## config.mk

```make
export PLATFORM = sky130hd
export DESIGN_NAME = classifier_frame_packer_flat
export DESIGN_NICKNAME = d
export VERILOG_FILES = /design/src/rtl/classifier_pkg.sv /design/src/rtl/classifier_frame_packer_if.sv /design/src/rtl/classifier_frame_buf.sv /design/src/rtl/classifier_frame_packer.sv /design/src/flat_wrapper.sv
export SDC_FILE = /design/constraint.sdc
export NUM_CORES = 1
export LEC_CHECK = 0
export CORE_UTILIZATION = 42
export DETAILED_ROUTE_END_ITERATION = 7
export GPL_TIMING_DRIVEN = 0
export MAX_ROUTING_LAYER = met4
export PLACE_DENSITY = 0.87
export RECOVER_POWER = 50
export SETUP_SLACK_MARGIN = 0.1
export SYNTH_ARGS = -nofsm -noshare
export SYNTH_HDL_FRONTEND = slang
export SYNTH_SLANG_ARGS = --single-unit
```

## constraint.sdc

```tcl
create_clock -name clk -period 1.8 [get_ports clk]
set_clock_uncertainty 0.15 [all_clocks]
set_input_delay 0.18 -clock clk [delete_from_list [all_inputs] [get_ports clk]]
set_output_delay 0.18 -clock clk [all_outputs]
set_load 0.005 [all_outputs]
```

## src/rtl/classifier_pkg.sv

```systemverilog
// Shared types for the classifier frame packer slice.
// Configuration macro used by the packer: CLASSIFIER_FRAME_PACKER_PINGPONG_EN.
package classifier_pkg;

    localparam int unsigned BIT_WIDTH_DEF = 32;
    localparam int unsigned N_SAMPLES_DEF = 8;

    // Per-frame FSM encoding; also reused as the per-buffer full/empty flag.
    typedef enum logic [0:0] {
        FILL = 1'b0,
        SEND = 1'b1
    } state_e;

    typedef logic [BIT_WIDTH_DEF-1:0] sample_t;
    typedef sample_t frame_t [N_SAMPLES_DEF-1:0];

    // Index width for an n-entry frame; n >= 2 keeps this at least 1.
    function automatic int unsigned idx_width(input int unsigned n);
        return (n > 1) ? $clog2(n) : 1;
    endfunction

endpackage

```

## src/rtl/classifier_frame_packer_if.sv

```systemverilog
// Serial-in / frame-out handshake bundle for classifier_frame_packer.
// master = producer of samples and consumer of frames; slave = the packer.
interface classifier_frame_packer_if
    import classifier_pkg::*;
#(
    parameter int unsigned BIT_WIDTH = 32,
    parameter int unsigned N_SAMPLES = 8
);
    logic                 recv_val;
    logic                 recv_rdy;
    logic [BIT_WIDTH-1:0] recv_msg;
    logic                 send_val;
    logic                 send_rdy;
    logic [BIT_WIDTH-1:0] send_msg [N_SAMPLES-1:0];

    modport master (
        output recv_val,
        output recv_msg,
        output send_rdy,
        input  recv_rdy,
        input  send_val,
        input  send_msg
    );

    modport slave (
        input  recv_val,
        input  recv_msg,
        input  send_rdy,
        output recv_rdy,
        output send_val,
        output send_msg
    );
endinterface

```

## src/rtl/classifier_frame_buf.sv

```systemverilog
// N-entry write-indexed sample register array with async active-low clear.
module classifier_frame_buf
    import classifier_pkg::*;
#(
    parameter int unsigned BIT_WIDTH = 32,
    parameter int unsigned N_SAMPLES = 8,
    parameter int unsigned IDX_W     = idx_width(N_SAMPLES)
) (
    input  logic                 clk,
    input  logic                 reset,
    input  logic                 we,
    input  logic [IDX_W-1:0]     waddr,
    input  logic [BIT_WIDTH-1:0] wdata,
    output logic [BIT_WIDTH-1:0] data [N_SAMPLES-1:0]
);

    // Write the addressed entry; all entries clear on reset.
    always_ff @(posedge clk or negedge reset) begin
        if (!reset) begin
            for (int k = 0; k < N_SAMPLES; k++) begin
                data[k] <= '0;
            end
        end else begin
            for (int k = 0; k < N_SAMPLES; k++) begin
                if (we && (waddr == IDX_W'(k))) begin
                    data[k] <= wdata;
                end
            end
        end
    end

endmodule

```

## src/rtl/classifier_frame_packer.sv

```systemverilog
// Packs N_SAMPLES serial samples into one frame for the classifier array port.
// Optional macro CLASSIFIER_FRAME_PACKER_PINGPONG_EN: two frame buffers so filling
// continues while a completed frame waits on send; default is a single buffer.
module classifier_frame_packer
    import classifier_pkg::*;
#(
    parameter int unsigned BIT_WIDTH = 32,
    parameter int unsigned N_SAMPLES = 8
) (
    input logic                      clk,
    input logic                      reset,
    classifier_frame_packer_if.slave bus
);

    localparam int unsigned      IDX_W    = idx_width(N_SAMPLES);
    localparam logic [0:0]       ST_FILL  = FILL;
    localparam logic [0:0]       ST_SEND  = SEND;
    localparam logic [IDX_W-1:0] IDX_LAST = IDX_W'(N_SAMPLES - 1);

    logic             accept;
    logic             send_fire;
    logic             idx_last;
    logic [IDX_W-1:0] idx_q;
    logic [IDX_W-1:0] idx_d;

    assign accept    = bus.recv_val && bus.recv_rdy;
    assign send_fire = bus.send_val && bus.send_rdy;
    assign idx_last  = (idx_q == IDX_LAST);

    // Sample index: advance per accepted sample, wrap by compare so any N works.
    always_comb begin
        idx_d = idx_q;
        if (accept) begin
            idx_d = idx_last ? '0 : idx_q + 1'b1;
        end
    end

    // Index register; reset discards any partial frame.
    always_ff @(posedge clk or negedge reset) begin
        if (!reset) begin
            idx_q <= '0;
        end else begin
            idx_q <= idx_d;
        end
    end

`ifdef CLASSIFIER_FRAME_PACKER_PINGPONG_EN

    // Each buffer carries its own FILL/SEND flag; only one buffer fills at a time.
    logic [1:0]           buf_state_q;
    logic [1:0]           buf_state_d;
    logic                 fill_sel_q;
    logic                 fill_sel_d;
    logic                 send_sel_q;
    logic                 send_sel_d;
    logic                 both_full;
    logic [BIT_WIDTH-1:0] frame0 [N_SAMPLES-1:0];
    logic [BIT_WIDTH-1:0] frame1 [N_SAMPLES-1:0];

    assign both_full = (buf_state_q[0] == ST_SEND) && (buf_state_q[1] == ST_SEND);

    // Free the presented buffer on send and mark the filled one complete; the two
    // never target the same buffer, so a same-cycle send and final accept compose.
    always_comb begin
        buf_state_d = buf_state_q;
        fill_sel_d  = fill_sel_q;
        send_sel_d  = send_sel_q;
        if (send_fire) begin
            buf_state_d[send_sel_q] = ST_FILL;
            send_sel_d              = ~send_sel_q;
        end
        if (accept && idx_last) begin
            buf_state_d[fill_sel_q] = ST_SEND;
            fill_sel_d              = ~fill_sel_q;
        end
    end

    // Buffer flags and fill/send pointers; toggling pointers keeps fill order.
    always_ff @(posedge clk or negedge reset) begin
        if (!reset) begin
            buf_state_q <= {ST_FILL, ST_FILL};
            fill_sel_q  <= 1'b0;
            send_sel_q  <= 1'b0;
        end else begin
            buf_state_q <= buf_state_d;
            fill_sel_q  <= fill_sel_d;
            send_sel_q  <= send_sel_d;
        end
    end

    classifier_frame_buf #(
        .BIT_WIDTH (BIT_WIDTH),
        .N_SAMPLES (N_SAMPLES),
        .IDX_W     (IDX_W)
    ) u_buf0 (
        .clk   (clk),
        .reset (reset),
        .we    (accept && !fill_sel_q),
        .waddr (idx_q),
        .wdata (bus.recv_msg),
        .data  (frame0)
    );

    classifier_frame_buf #(
        .BIT_WIDTH (BIT_WIDTH),
        .N_SAMPLES (N_SAMPLES),
        .IDX_W     (IDX_W)
    ) u_buf1 (
        .clk   (clk),
        .reset (reset),
        .we    (accept && fill_sel_q),
        .waddr (idx_q),
        .wdata (bus.recv_msg),
        .data  (frame1)
    );

    assign bus.recv_rdy = reset && !both_full;
    assign bus.send_val = (buf_state_q[send_sel_q] == ST_SEND);

    // Present the oldest complete buffer.
    always_comb begin
        for (int k = 0; k < N_SAMPLES; k++) begin
            bus.send_msg[k] = send_sel_q ? frame1[k] : frame0[k];
        end
    end

`else

    logic [0:0]           state_q;
    logic [0:0]           state_d;
    logic [BIT_WIDTH-1:0] frame [N_SAMPLES-1:0];

    // FILL until the last sample lands, then SEND until the classifier takes it.
    always_comb begin
        state_d = state_q;
        case (state_q)
            ST_FILL: if (accept && idx_last) state_d = ST_SEND;
            ST_SEND: if (bus.send_rdy)       state_d = ST_FILL;
            default:                         state_d = ST_FILL;
        endcase
    end

    // Frame state register.
    always_ff @(posedge clk or negedge reset) begin
        if (!reset) begin
            state_q <= ST_FILL;
        end else begin
            state_q <= state_d;
        end
    end

    classifier_frame_buf #(
        .BIT_WIDTH (BIT_WIDTH),
        .N_SAMPLES (N_SAMPLES),
        .IDX_W     (IDX_W)
    ) u_buf (
        .clk   (clk),
        .reset (reset),
        .we    (accept),
        .waddr (idx_q),
        .wdata (bus.recv_msg),
        .data  (frame)
    );

    assign bus.recv_rdy = reset && (state_q == ST_FILL);
    assign bus.send_val = (state_q == ST_SEND);

    // Frame output straight from the buffer; it cannot change while in SEND.
    always_comb begin
        for (int k = 0; k < N_SAMPLES; k++) begin
            bus.send_msg[k] = frame[k];
        end
    end

`endif

endmodule
```

## src/flat_wrapper.sv

```systemverilog
// flat-port wrapper written by rule: the top's interface ports become plain ports
module classifier_frame_packer_flat import classifier_pkg::*;
#(
    parameter int unsigned BIT_WIDTH = 32,
    parameter int unsigned N_SAMPLES = 8
)
  (clk, reset, bus_recv_val, bus_recv_msg, bus_send_rdy, bus_recv_rdy, bus_send_val, bus_send_msg);
  classifier_frame_packer_if #(.BIT_WIDTH(BIT_WIDTH), .N_SAMPLES(N_SAMPLES)) bus_i ();
  input logic clk;
  input logic reset;
  input wire logic [$bits(bus_i.recv_val)-1:0] bus_recv_val;
  input wire logic [$bits(bus_i.recv_msg)-1:0] bus_recv_msg;
  input wire logic [$bits(bus_i.send_rdy)-1:0] bus_send_rdy;
  output wire logic [$bits(bus_i.recv_rdy)-1:0] bus_recv_rdy;
  output wire logic [$bits(bus_i.send_val)-1:0] bus_send_val;
  output wire logic [$bits(bus_i.send_msg)-1:0] bus_send_msg;
  assign bus_i.recv_val = bus_recv_val;
  assign bus_i.recv_msg = bus_recv_msg;
  assign bus_i.send_rdy = bus_send_rdy;
  assign bus_recv_rdy = bus_i.recv_rdy;
  assign bus_send_val = bus_i.send_val;
  assign bus_send_msg = {>>{bus_i.send_msg}};
  classifier_frame_packer #(.BIT_WIDTH(BIT_WIDTH), .N_SAMPLES(N_SAMPLES)) u_core (.clk(clk), .reset(reset), .bus(bus_i));
endmodule
```

* Word level (Yosys, flattened, before mapping)
Index checks and enable logic that the tools add are counted.
** Storage, ports and cells
- Register bits after elaboration :: 260
- Word-level logic and storage cells :: 34
** Operators by class
- Add/sub/neg operators :: 1
- Eq/ne operators :: 7
- Muxes and demuxes :: 4
- Bitwise gates (word level) :: 1
- Reductions and logical operators :: 11
** Operator list (number)
- == test 3 bit, second input constant :: 4
- logical AND 1 bit :: 10
- == test 3 x 2 -> 1 bit, second input constant :: 2
- adder 3 x 1 -> 3 bit, second input constant :: 1
- == test 3 x 1 -> 1 bit, second input constant :: 1
- zero test 3 bit :: 1
- 2-to-1 mux 3 bit :: 1
- 2-to-1 mux 1 bit :: 2
- case mux 1 bit (2 select lines) :: 1
- inverter 1 bit :: 1

* Depth between registers and ports, before layout
- Depth in word-level cells :: 6
- Gate-level depth with buffers :: 7
- Depth with buffers taken out :: 5

* Cells and area by module
A second synthesis with hierarchy kept.
** Unflattened totals
- Cells, all modules :: 566
- Area, all modules :: 9838.2 µm²
** Modules (own cells, without submodules)
- classifier_frame_buf :: times used 1, cells an instance 551, area an instance 9620.5 µm², seq. area each 6406.1 µm²
- classifier_frame_packer :: times used 1, cells an instance 15, area an instance 217.7 µm², seq. area each 100.1 µm²

* Worst setup path after synthesis
No wires, ideal clock.
- Path kind :: register to register
- From :: register u_core.idx_q[0]
- To :: register u_core.u_buf.data[130] in the netlist's numbering
- Library setup time :: 0.125 ns
- Arrival time :: 1.579 ns
- Setup slack :: -0.055 ns
- Cell stages (with the launch flop) :: 8
- Path buffers :: 2
- Clock period less this slack :: 1.855 ns
- Path through :: dfrtp_1 -> inv_1 -> ha_1 -> nand4b_1 -> or2_2 -> clkbuf_2 -> clkbuf_8 -> mux2_4
** Between the ends
- Cells in the longest elaborated chain, start to end :: 2
** RTL lines
- start: declaration :: line classifier_frame_packer.sv:23 : logic [IDX_W-1:0] idx_q;
- start signal: assignment :: line classifier_frame_packer.sv:43 : idx_q <= idx_d;
- == test 3 bit :: line classifier_frame_buf.sv:25 : if (we && (waddr == IDX_W'(k))) begin
- logical AND 1 bit :: line classifier_frame_buf.sv:25
- end signal: indexed assignment :: line classifier_frame_buf.sv:26 : data[k] <= wdata;
- end: declaration :: line classifier_frame_buf.sv:14 : output logic [BIT_WIDTH-1:0] data [N_SAMPLES-1:0]
No other way between the ends.
A chain may end at the register's enable or synchronous reset.

* Final worst setup path
- From :: register u_core.idx_q[1]
- To :: register u_core.u_buf.data[134] in the netlist's numbering
Same word-level chain as after synthesis.

==> metrics.txt <==
reg2reg end=u_core.u_buf.data[134]; WP data required=2.06 ns; Pins Over Slew Limit=0; Tcrit/Tclk final=117%; worst r2r src=u_core.idx_q[1]; VDD IR max=1170 uV; reg2reg setup slack=-0.31 ns; LEAKAGE=8.59 nW; register area=6510 sq um; min Tclk post-route=2.11 ns; DPL Wire Length=17.1 mm; final setup fails=198; adder-cell area share of the yosys netlist=0.770%; vias in the first global route=6902; area share of and/or/nand/nor cells after synthesis=0.898%; met2 Track Usage GR=39.0%; grt ovf=0; starting density of the core=42.9%; footprint of the multi-input gates=3350 sq um; CTS max path bufs=3; met3 usage=6.08%; Max-cap violations=0; Clk Latency, worst-skew pair=0.52 ns; CP startpoint=u_core.idx_q[1]; status=complete, but fails checks; dpl cells=1151; failing checks=hold timing, setup timing; gr busiest metal=met2; Worst-Margin Slew=0.664 ns; crit path max fanout=6; I/O pin count=294; Syn-to-layout area delta=60.5%; Cell variety after synth=18; Power Density=1660 nW/um^2; clock sink total=260; crit path capture=u_core.u_buf.data[134]; f_max=474 MHz; all-layer global routing usage=23.2%; R2R cell count=7; DR iter-0 viols=218; RSZ-0062 raised after global routing=true; post-route DRC violation count=0; routability cong.=0.751; syn_nets=613; crit path launch type=flip-flop; placement row count=55; worst setup margin=-0.311 ns; total power=26.0 mW; largest net degree at the start of global routing=126; Mapped Area=9750 sq um; IO Port Bufs=293; clock buffer count from CTS=27; CTS tree=yes; Cells after Synth=571; #FFs+latches synth=260; Die H=154 um; Reg clk slew, reported paths=0.06 ns; via/cell ratio=5.13; setup TNS=-27.06 ns; Slew HR=55.7%; die area=23800 sq um; Layout Cells excl Fill=1249; fill count=1417; DR pass1 iterations=4; first-pass GRT wire length=40.6 mm; main combinational cell family by area after synthesis=multiplexers; mux cell area share after synthesis=29.6%; ANT nets after route=0; Crit Path Category=flip-flop to flip-flop; sequential area share after synthesis=66.7%; Die X=154 um; CTS root buf=clkbuf_16; YS warnings=0; Synth Area in Compound Gates=0.205%; Routed wire per std cell=22.9 um; Final Hold Fails=135; Nets=989; fraction of layout cells with a size suffix above 1=41.1%; CTS H-tree depth=1; Worst EP arrival=2.37 ns; Syn Area/Cell=17.1 sq um; Worst Hold Class=primary input to asynchronous set/reset pin; core area=22700 sq um; antenna cells=0; final wirelength=28.7 mm; Fin Hold WS=-0.592 ns; xor/xnor cell area share of the yosys netlist=0%; via count=6403; nature of the critical path endpoint=flip-flop; antenna violations before repair=0; grt met1 use=28.1%
cell type report:
| type | instances | share of cell area [%] |
|---|---|---|
| Clock inverter | 5 | 0.336 |
| Inverter | 4 | 0.120 |
| Buffer | 25 | 3.10 |
| Clock buffer | 41 | 5.16 |
| Multi-Input combinational cell | 281 | 21.4 |
| Sequential cell | 260 | 41.6 |
| Timing Repair Buffer | 348 | 26.0 |
| Tap cell | 285 | 2.28 |
power by group:
group | internal (mW) | total [mW] | switching [mW]
Combinational | 7.14 | 10.5 | 3.36
Clock | 3.21 | 5.42 | 2.22
Sequential | 8.62 | 10.1 | 1.49
Total | 19.0 | 26.0 | 7.06
cell usage in the layout (no fill, tap or decap), types with 2 or more instances in the layout:
cell	count
dfrtp_2	2
clkbuf_1	6
clkbuf_16	29
nand3_4	4
clkinv_2	3
nand3b_1	2
clkbuf_8	8
buf_16	6
buf_8	7
buf_12	32
clkdlybuf4s50_1	152
bufbuf_16	2
dfrtp_1	258
mux2_2	218
ha_4	4
nand2_8	2
inv_2	2
buf_6	7
buf_4	25
clkinvlp_4	2
mux2_4	38
dlymetal6s2s_1	138
o21ai_0	4
how the worst min path moves through the flow:
stage                                   endpoint  cells past startpoint
after detailed placement  u_core.u_buf.data[254]                      1
after CTS                  u_core.u_buf.data[61]                      1
final                     u_core.u_buf.data[254]                      1
after floorplan              u_core.bus.send_val                      0
after global routing       u_core.u_buf.data[61]                      1
after global placement     u_core.u_buf.data[88]                      1
through the flow:
stage / area (sq um) / util, % / worst slack, ns
2_1_floorplan: 9790 / - / 0.0207
3_3_place_gp: 13100 / 57.6 / -10.54
3_5_place_dp: 13100 / 57.9 / -0.828
4_1_cts: 14700 / 64.8 / -0.198
5_1_grt: 15700 / 68.9 / -0.346
6_report: 15700 / 68.9 / -0.311
per-layer routing:
metal	part of all wire (%)	routed length, um	vias up
met1	41	11600	3327
met3	6.8	1940	47
met5	0	0	-
met4	2.1	601	0
met2	51	14500	238
li1	-	-	2791
critical path, stage by stage, from the launching register on:
cell       delay (ns)
dfrtp_1          0.43
inv_2            0.12
ha_4             0.13
nand4b_1         0.22
or2_4            0.33
buf_8            0.14
clkbuf_16        0.16
mux2_4           0.29
state kept, by name, indices dropped and copies added, names as in the netlist:
| name | count |
|---|---|
| u_core.idx_q | 3 |
| u_core.u_buf.data | 256 |
| u_core.bus.send_val | 1 |
cells by family after synthesis:
kind of cell | Yosys count
DFF | 260
muxes | 256
buffers and inverters | 30
and+or+nand+nor | 15
adders and majority gates | 6
AOI/OAI and AO/OA | 4
timing repair:
item / 4_1_cts / 5_1_grt
endpoints found under the setup margin: 514 / 509
endpoints found under the hold margin: 135 / 92
buffers inserted: 19 / 26
gates resized for setup: 95 / 214
cloned: 7 / 2
pin swaps: 4 / 7
synthesized netlist by cell type, drive strengths merged:
cell | count | area [sq um]
o21ai | 4 | 20.0
nor2 | 1 | 3.75
buf | 22 | 110
or3 | 1 | 6.26
and3b | 1 | 8.76
dfrtp | 260 | 6510
nand4b | 1 | 8.76
or2 | 1 | 6.26
ha | 6 | 75.1
nand3b | 2 | 15.0
and2b | 1 | 7.51
clkbuf | 4 | 46.3
inv | 4 | 15.0
nand3 | 4 | 20.0
nand2 | 3 | 11.3
mux2 | 256 | 2890
Note: power is estimated with default switching activity, not from simulation.
